--- src/rtl/mux_scan_sequencer.sv ---
// Walks a 6-to-1 mux select through every input and collects the single-bit mux output
// into a parallel word, which is published with a one-cycle Done pulse.
module mux_scan_sequencer #(
    parameter int NUM_INPUTS = 6,
    parameter int SEL_WIDTH  = 3,
    parameter int DWELL      = 1,
    parameter int CNT_WIDTH  = 4
) (
    input  logic                  Clock,
    input  logic                  Reset,
    input  logic                  Start,
    input  logic                  MuxOut,
    output logic [SEL_WIDTH-1:0]  MuxSelect,
    output logic                  Busy,
    output logic                  Done,
    output logic [NUM_INPUTS-1:0] Captured
);

    typedef enum logic [1:0] {
        ST_IDLE = 2'd0,
        ST_SCAN = 2'd1,
        ST_DONE = 2'd2
    } state_e;

    localparam logic [SEL_WIDTH-1:0] LAST_SEL = SEL_WIDTH'(NUM_INPUTS - 1);
    localparam logic [CNT_WIDTH-1:0] LAST_CNT = CNT_WIDTH'(DWELL - 1);

    state_e                  state_q, state_d;
    logic [SEL_WIDTH-1:0]    sel_q, sel_d;
    logic [CNT_WIDTH-1:0]    cnt_q, cnt_d;
    logic [NUM_INPUTS-1:0]   work_q, work_d;
    logic [NUM_INPUTS-1:0]   captured_q, captured_d;
    logic [SEL_WIDTH-1:0]    mux_select_q, mux_select_d;
    logic                    busy_q, busy_d;
    logic                    done_q, done_d;

    // NOTE: sequential state uses non-blocking assignments so every register
    // samples its next value from the same pre-edge snapshot.
    always_ff @(posedge Clock or posedge Reset) begin
        if (Reset) begin
            state_q      <= ST_IDLE;
            sel_q        <= '0;
            cnt_q        <= '0;
            work_q       <= '0;
            captured_q   <= '0;
            mux_select_q <= '0;
            busy_q       <= 1'b0;
            done_q       <= 1'b0;
        end else begin
            state_q      <= state_d;
            sel_q        <= sel_d;
            cnt_q        <= cnt_d;
            work_q       <= work_d;
            captured_q   <= captured_d;
            mux_select_q <= mux_select_d;
            busy_q       <= busy_d;
            done_q       <= done_d;
        end
    end

    // NOTE: every variable gets a default at the top of the block, so no path
    // leaves one unassigned and no latch is inferred.
    always_comb begin
        state_d    = state_q;
        sel_d      = sel_q;
        cnt_d      = cnt_q;
        work_d     = work_q;
        captured_d = captured_q;
        unique case (state_q)
            ST_IDLE: begin
                if (Start) begin
                    state_d = ST_SCAN;
                    sel_d   = '0;
                    cnt_d   = '0;
                    work_d  = '0;
                end
            end
            ST_SCAN: begin
                if (cnt_q == LAST_CNT) begin
                    cnt_d         = '0;
                    work_d[sel_q] = MuxOut;
                    // The final bit is merged here so Captured never shows a partial word.
                    if (sel_q == LAST_SEL) begin
                        captured_d = work_d;
                        state_d    = ST_DONE;
                    end else begin
                        sel_d = sel_q + 1'b1;
                    end
                end else begin
                    cnt_d = cnt_q + 1'b1;
                end
            end
            ST_DONE: state_d = ST_IDLE;
            default: state_d = ST_IDLE;
        endcase
    end

    // Outputs are decoded from the next state so they register in step with it.
    always_comb begin
        busy_d       = (state_d == ST_SCAN);
        done_d       = (state_d == ST_DONE);
        mux_select_d = (state_d == ST_SCAN) ? sel_d : '0;
    end

    assign MuxSelect = mux_select_q;
    assign Busy      = busy_q;
    assign Done      = done_q;
    assign Captured  = captured_q;

endmodule

--- config.mk ---
export PLATFORM = sky130hd
export DESIGN_NAME = mux_scan_sequencer
export DESIGN_NICKNAME = d
export VERILOG_FILES = /design/src/rtl/mux_scan_sequencer.sv
export SDC_FILE = /design/constraint.sdc
export NUM_CORES = 1
export LEC_CHECK = 0
export ABC_CLOCK_PERIOD_IN_PS = 2100
export CAP_MARGIN = 20
export CELL_PAD_IN_SITES_DETAIL_PLACEMENT = 1
export CELL_PAD_IN_SITES_GLOBAL_PLACEMENT = 1
export CORE_ASPECT_RATIO = 2
export CORE_UTILIZATION = 43
export DETAILED_ROUTE_END_ITERATION = 10
export HOLD_SLACK_MARGIN = 0.12
export PLACE_DENSITY_LB_ADDON = 0.1
export SYNTH_ARGS = -nofsm -noshare
export SYNTH_HDL_FRONTEND = slang
export SYNTH_SLANG_ARGS = --single-unit
--- constraint.sdc ---
create_clock -name Clock -period 2.1 [get_ports Clock]
set_input_delay 0.525 -clock Clock [delete_from_list [all_inputs] [get_ports Clock]]
set_output_delay 0.525 -clock Clock [all_outputs]
set_load 0.02 [all_outputs]
==> results by stage, run 1 <==
Placement:
- Buffers placed on the I/O ports in this run total 14.
- Routability-driven placement finished with a final weighted congestion of just under 0.8.
- The cell total after placement is between 150 and 200.
- Detailed placement ended at an HPWL of between 2 and 3 mm.

Route:
- Wires add up to between 3 and 4 mm.
- The DRC violation count after routing is 0.
- After detailed routing, the number of vias per cell comes to ~6.
- The first routing iteration left 33 violations.
- The average wire per standard cell is slightly below 20 um.
- The length of the first detailed-routing pass in iterations is 4.
- Once detail routing completed, the nets flagged for antenna violations numbered 0.
- The detailed router placed roughly 1000 vias in this run.

Floorplan:
- The floorplan has 28 rows.
- In this run the count of I/O pins placed on the die edge is 15.
- The region available for standard cell placement spans slightly below 0.003 mm2.
- For this configuration, the core starts out at a cell density of between 40 and 50%.
- The die area is between 0.003 and 0.004 mm2.
- From bottom edge to top edge, the die measures between 80 and 90 um.
- The die is approximately 41 um wide.

Yosys:
- Sequential elements use between 40% and 50% of the synthesized area.
- Counting flops and latches in the post-synthesis netlist gives 26.
- The total number of yosys warnings is 0.
- In the synthesized netlist the dominant register cell turns out to be sky130_fd_sc_hd__dfrtp_1.
- The cell count after synthesis came out at around 130.
- A synthesized cell averages 10.5 um2.
- Of all flip-flops after synthesis, the portion carrying an async set or reset was 100%.
- The number of synthesized flops with an enable pin is 0.
- The distinct cell type count of the synthesized netlist is 35.
- After synthesis the cells add up to ~0.0013 mm2.
- The net count after synthesis is 134.

Clocking:
- In this run, post-CTS hold repair placed 0 buffers.
- The number of clock sinks is 26.
- The root buffer selected by CTS is sky130_fd_sc_hd__clkbuf_8.
- The number of setup buffers added after CTS is 0.
- Clock-pin slew was measured on the worst setup and hold paths at 90 ps.
- CTS built an H-tree with a depth of 1.
- The clock passes through at most 2 buffers.
- The clock insertion delay at the later pin of the skew report is about 280 ps.
- Clock tree synthesis inserted a total of 3 buffers.
- The clock tree from TritonCTS is yes.

Min path:
- The worst hold-check path type is reg2reg.
- The endpoint with the worst hold slack is work_q[0].
- Along the worst hold path, the cell count comes to 1.
- The worst hold path begins at work_q[0].

Finish:
- The number of filler cells placed in the layout is about 330.
- The final cell count without fillers is 171.
- The post-route netlist has between 10% and 20% of its cells at a drive strength greater than 1.
- The library cell used most frequently in the layout, excluding fill and tap cells, is sky130_fd_sc_hd__dfrtp_1.
- The layout overhead on the synthesized area is 19.9%.
- The count of inserted antenna diode cells is 0.
- In the layout the commonest cells are 26 x sky130_fd_sc_hd__dfrtp_1, 14 x sky130_fd_sc_hd__clkdlybuf4s50_1, 10 x sky130_fd_sc_hd__o21ai_0, 8 x sky130_fd_sc_hd__a31oi_1.
- The number of nets in the final layout is 150.

Setup path:
- The data arrival time of the critical path is between 2000 and 2500 ps.
- The number of cells on the worst reg-to-reg path is 5.
- STA classifies the critical path endpoint as a flop.
- The worst register-to-register path begins at cnt_q[0].
- The worst register-to-register path has a setup slack of around 200 ps.
- The startpoint type of the worst setup path is a flop.
- The startpoint-to-endpoint class of the critical path is reg2reg.
- The endpoint of the worst register-to-register path is Captured[0].
- Of all nets on the critical path, the largest fanout is 7.
- STA puts the critical path data required time at between 2000 and 2500 ps.

Flow run:
- The max-capacitance violation count is 0.

GRT:
- In the global route stage, met2 resource usage came out at between 40% and 50%.
- The total grt overflow is 0.
- The all-layer global routing usage is between 20% and 30%.
- The largest net degree at the start of global routing is 27.
- The met3 usage is about 1.7%.
- met2 is the most crowded layer.
- The global-route met1 utilization is around a quarter.
- The number of global-route vias before repair is roughly 1100.
- The number of antenna violations at the first check in global routing came to 0.
- The first global-routing pass estimated approximately 5.3 mm of wire.

Timing:
- The time the final worst path needs with I/O delays and setup is approximately 1900 ps.
- The worst clock skew on the final layout is approximately 2.9 ps.
- Derived from the worst setup path, the maximum achievable clock frequency is 525 MHz.
- The count of pins over their slew limit was 0.
- The final number of hold-violating endpoints came to 0.
- The slew at the pin with the worst max-slew slack is ~440 ps.
- In the final timing run, aggregate negative setup slack is 0 ps.
- The final-report setup violation count is 0.
- Dividing the final minimum period by the clock period gives between 90% and 100%.
- Headroom to the max-slew limit came out at between 70% and 80%.
- Setup repair after global routing left no endpoint under its margin.

Power:
- For this design the ratio of total power to cell area is 1560 mW/mm2.
- The worst-case IR drop observed on VDD is 753 uV.
- Summed over all cells, the static leakage comes to approximately 0.0007 uW.

Status:
- The flow ran to the end, and the final reports show no timing, DRC or antenna violations.
-- timing repair --
item                       CTS  global route
resized for setup            0             1
setup endpoints to repair    0             3
hold endpoints to repair     0             0
-- per-stage QoR --
stage / setup slack [ps] / total power [uW] / util (%) / area [um2] / hold slack, ps
global placement: 155 / 1980 / 51.2 / 1510 / 480
CTS: 76.7 / 2470 / 53.7 / 1580 / 505
floorplan: 279 / 1590 / - / 1320 / 455
finish: 196 / 2460 / 53.7 / 1580 / 501
detailed placement: 96.0 / 2040 / 51.2 / 1510 / 479
global route: 66.4 / 2620 / 53.7 / 1580 / 519
-- synth_stat cells (2+ instances only) --
cell	count	area (um2)
sky130_fd_sc_hd__nand3b_1	2	15.0
sky130_fd_sc_hd__buf_2	3	15.0
sky130_fd_sc_hd__o21ai_0	10	50.1
sky130_fd_sc_hd__nand2_1	7	26.3
sky130_fd_sc_hd__mux2_2	6	67.6
sky130_fd_sc_hd__inv_1	6	22.5
sky130_fd_sc_hd__dfrtp_1	26	651
sky130_fd_sc_hd__nor3b_1	4	30.0
sky130_fd_sc_hd__a31oi_1	8	50.1
sky130_fd_sc_hd__ha_1	4	50.1
sky130_fd_sc_hd__a21oi_1	7	35.0
sky130_fd_sc_hd__mux2i_1	7	70.1
sky130_fd_sc_hd__nand3_1	6	30.0
sky130_fd_sc_hd__nor3_1	3	15.0
sky130_fd_sc_hd__clkbuf_1	7	26.3
-- final cells by class --
cell class,instances,area [um2],share of cell area (%)
inverters,6,22.5,1.42
flip-flops and latches,26,651,41.1
well taps,30,37.5,2.37
repair buffers,21,193,12.2
multi-input cells,84,607,38.4
clock inverters,1,30.0,1.90
clock buffers,3,41.3,2.61
-- cell families after synthesis --
logic type                 count (synthesis)  share of synthesized area [%]
muxes                                     13                           10.4
adders and majority gates                  4                           3.80
AOI/OAI and AO/OA                         35                           16.8
DFF                                       26                           49.3
and+or+nand+nor                           31                           14.1
xor gates and xnor gates                   1                          0.664
buffers and inverters                     16                           4.84
-- per-layer routing --
| layer | up-vias | share of wire, % |
|---|---|---|
| li1 | 486 | - |
| met4 | 0 | 1.9 |
| met5 | - | 0 |
| met1 | 532 | 38 |
| met3 | 5 | 1.5 |
| met2 | 17 | 58 |
-- registers in the layout, indices dropped and copies added (netlist names) --
signal     count
cnt_q          4
Busy           1
MuxSelect      3
sel_q          3
Done           1
state_q        2
Captured       6
work_q         6
-- power breakdown --
group / switching [uW] / internal [uW]
Combinational: 655 / 523
Clock: 174 / 256
Sequential: 148 / 703
Total: 977 / 1480
-- critical path: stages, from the launching register on --
cell	delay, ps
sky130_fd_sc_hd__dfrtp_1	410
sky130_fd_sc_hd__inv_1	100
sky130_fd_sc_hd__ha_1	160
sky130_fd_sc_hd__or3b_4	440
sky130_fd_sc_hd__nor3_4	320
sky130_fd_sc_hd__mux2_2	370
-- how the worst max path moves through the flow --
| stage | start | to | cells after the start |
|---|---|---|---|
| finish | cnt_q[0] | Captured[0] | 5 |
| global route | cnt_q[0] | Captured[2] | 5 |
| CTS | cnt_q[0] | Captured[2] | 5 |
| detailed placement | cnt_q[0] | Captured[0] | 5 |
| global placement | Start | work_q[3] | 4 |
| floorplan | cnt_q[0] | Captured[0] | 6 |
Power figures use the tool's default switching activity.
==> run 2: changes to the inputs <==
Settings changed: ABC_CLOCK_PERIOD_IN_PS 2100 to 2210, CORE_UTILIZATION 43 to 46.
Clock period 2.1 ns to 2.21 ns, I/O delays scaled along.
==> run 2 against run 1 <==
Die area shrank 6.3%. Clock skew grew 3.3 ps. Register-to-register slack lost 20 ps. Final area shrank 0.87%. Clock-buffer cell count is the same. Cell count shrank 2.3%. Highest routed layer unchanged. Worst hold slack gained 0.76 ps.
==> results by stage, run 2 (synthesis gave the netlist of run 1 again) <==
Status:
- Result of the run: complete, no violations (unchanged).

Route:
- The DRC violation count after routing is 0 (unchanged).
- The number of vias per cell after detailed routing is 6.19 (was 6.08).
- The number of antenna-violating nets in the routed design came to 0 (unchanged).
- The length of the first detailed-routing pass in iterations is 4 (unchanged).
- The average wire per standard cell is 18.3 um (was 19.9 um).
- The number of vias in the routed layout is 1033 (was 1040).
- The number of DRC markers after the initial detailed-route iteration is 19 (was 33).
- The wire length reported by the detailed router is 3.05 mm (was 3.40 mm).

Setup path:
- The highest-delay cell along the critical path is sky130_fd_sc_hd__or4_1 (was sky130_fd_sc_hd__or3b_4).
- The startpoint type of the worst setup path is a flop (unchanged).
- The top cell family by delay on the critical path is simple AND/OR/NAND/NOR gates (unchanged).
- Critical-path cell list: inv_1, ha_1, or3b_1, buf_4, or4_1, a21oi_1 (was inv_1, ha_1, or3b_4, nor3_4, mux2_2).
- The category of the worst setup path capture point was a flop (unchanged).
- The worst-path maximum fanout is 12 (was 7).
- The startpoint-to-endpoint class of the critical path is reg2reg (unchanged).
- The data arrival time of the critical path came to 2230 ps (was 2080 ps).
- The worst path required time came to 2410 ps (was 2280 ps).
- The largest stage delay on the critical path is 480 ps (was 440 ps).
- The count of buffering cells on the critical path with inverters included is 2 (was 1).

Clocking:
- The number of CTS-inserted buffers came to 3 (unchanged).
- The number of clock sinks is 26 (unchanged).
- The maximum buffer depth of the clock tree is 2 (unchanged).
- The number of buffers inserted for hold repair after clock tree synthesis is 0 (unchanged).
- The root buffer selected by CTS is sky130_fd_sc_hd__clkbuf_8 (unchanged).
- The number of gates resized after cts is 0 (unchanged).
- The clock tree from TritonCTS is yes (unchanged).
- The clock-pin slew on the worst setup and hold paths is 90 ps (about the same).
- The maximum level of the CTS H-tree is 1 (unchanged).
- The number of setup buffers added after CTS is 0 (unchanged).
- The clock insertion delay at the later pin of the skew report is 280 ps (about the same).

Power:
- The net switching power of the design came to 883 uW (was 977 uW).
- The internal portion of total power is 1390 uW (was 1480 uW).
- The highest ir drop seen on vdd is 626 uV (was 753 uV).
- The static leakage is 0.000685 uW (was 0.000698 uW).
- The clock share of power is 17.4% (was 17.5%).
- The proportion of power drawn by combinational gates is 45.0% (was 47.9%).
- The switching part of the total power was 38.9% (was 39.7%).
- The sequential share of power is 37.6% (was 34.6%).
- The power density of the placed cells is 1450 mW/mm2 (was 1560 mW/mm2).

Timing:
- The count of pins over their slew limit was 0 (unchanged).
- The worst hold slack was 502 ps (was 501 ps).
- The fmax is 491 MHz (was 525 MHz).
- The final-report setup violation count came to 0 (unchanged).
- The slew at the pin with the worst max-slew slack is 412 ps (was 437 ps).
- The final number of hold-violating endpoints was 0 (unchanged).
- The post-layout worst setup margin is 173 ps (was 196 ps).
- The relative max-transition margin is 72.5% (was 70.9%).
- The summed negative setup slack over all endpoints is 0 ps (unchanged).
- The share of the clock period used by the worst path after layout was 92.2% (was 90.7%).
- The time the final worst path needs with I/O delays and setup came to 2040 ps (was 1900 ps).
- The worst clock skew on the final layout is 6.21 ps (was 2.91 ps).
- Unrepaired setup endpoints after global routing: no (unchanged).

Flow run:
- The max-capacitance violation count is 0 (unchanged).

Finish:
- The ratio of cells with drive above 1 in the final layout is 12.3% (was 14.9%).
- The count of inserted antenna diode cells was 0 (unchanged).
- The most common cell after layout, fill and taps aside is sky130_fd_sc_hd__dfrtp_1 (unchanged).
- The final cell count without fillers is 167 (was 171).
- The utilization after layout is 57.3% (was 53.7%).
- Highest-count cells in the layout ignoring fill and taps: 26 x sky130_fd_sc_hd__dfrtp_1, 14 x sky130_fd_sc_hd__clkdlybuf4s50_1, 10 x sky130_fd_sc_hd__o21ai_0, 8 x sky130_fd_sc_hd__a31oi_1 (unchanged).
- The layout overhead on the synthesized area is 18.9% (was 19.9%).
- The number of filler cells placed in the layout is 310 (was 332).
- The number of nets in the final layout came to 147 (was 150).

Floorplan:
- The count of pins on the block boundary was 15 (unchanged).
- The x dimension of the die is 39.9 um (was 41.2 um).
- The initial cell density of the core came to 48.2% (was 44.8%).
- The total number of placement rows is 27 (was 28).
- The die boundary height came to 77.7 um (was 80.3 um).
- The floorplan core area is 0.00274 mm2 (was 0.00294 mm2).
- The die area is 0.00310 mm2 (was 0.00331 mm2).

Placement:
- The routability congestion estimate came to 0.777 (was 0.789).
- The placed wire-length estimate is 2.28 mm (was 2.54 mm).
- The count of port buffers added during placement is 14 (unchanged).
- The cell total after placement came to 163 (was 167).
- The setup slack after placement is 210 ps (was 96.0 ps).

GRT:
- The all-layer global routing usage is 23.2% (was 24.0%).
- The largest net degree at the start of global routing is 27 (unchanged).
- The first-pass GRT wire length is 5.07 mm (was 5.30 mm).
- The number of global-route vias before repair is 1131 (was 1061).
- The total grt overflow is 0 (unchanged).
- The number of antenna violations at the first check in global routing is 0 (unchanged).

Min path:
- The worst hold-check path type was reg2reg (unchanged).
==> run 2: cell types whose count changed in the layout (fill, tap and decap cells not counted) <==
| cell | before | now |
|---|---|---|
| sky130_fd_sc_hd__buf_12 | 0 | 1 |
| sky130_fd_sc_hd__buf_4 | 7 | 3 |
| sky130_fd_sc_hd__or3b_1 | 0 | 1 |
| sky130_fd_sc_hd__or3b_4 | 1 | 0 |
==> run 2: metrics by stage <==
stage | cell area, um2 | power [uW]
after global routing | 1570 | 2440
after CTS | 1570 | 2300
after floorplan | 1320 | 1510
after global placement | 1500 | 1840
after detailed placement | 1500 | 1900
final | 1570 | 2270
==> run 2: final cells by class <==
type / count / area, um2 / area share (%)
Clock buffer: 3 / 41.3 / 2.63
Clock inverter: 1 / 30.0 / 1.92
Sequential cell: 26 / 651 / 41.5
Multi-Input combinational cell: 84 / 604 / 38.5
Timing Repair Buffer: 18 / 183 / 11.7
Inverter: 6 / 22.5 / 1.44
Tap cell: 29 / 36.3 / 2.31
==> run 2: worst register-to-register path: cells and delay by family, from the launching register on <==
family / cells / cell delay [ps]
simple gates: 2 / 910
flops: 1 / 410
buf+inv: 2 / 310
compound gates: 1 / 170
fa+ha+maj: 1 / 160
==> run 2: power groups by stage <==
stage                     sequential [uW]  combinational, uW  clock [uW]
final                                 854               1020         396
after global routing                  884               1140         417
after global placement                844                997           0
after floorplan                       867                645           0
after detailed placement              865               1030           0
after CTS                             857               1040         404
==> run 2: final timing paths <==
kind / from / to / slack [ps] / depth (start not counted)
hold reg to reg: work_q[0] / work_q[0] / 500 / 1
setup / recovery: cnt_q[0] / MuxSelect[1] / 170 / 6
setup reg to reg: cnt_q[0] / MuxSelect[1] / 170 / 6
min in group asynchronous: Reset / work_q[2] / 640 / 3
max in group asynchronous: Reset / Done / 1320 / 3
hold / removal: work_q[0] / work_q[0] / 500 / 1
==> run 2: metal layers <==
layer / track usage [%] / vias up / part of all wire, %
met4: 9.66 / 0 / 1.9
met3: 2.57 / 6 / 1.8
met1: 26.2 / 532 / 37
li1: - / 481 / -
met5: 0 / - / 0
met2: 40.2 / 14 / 59
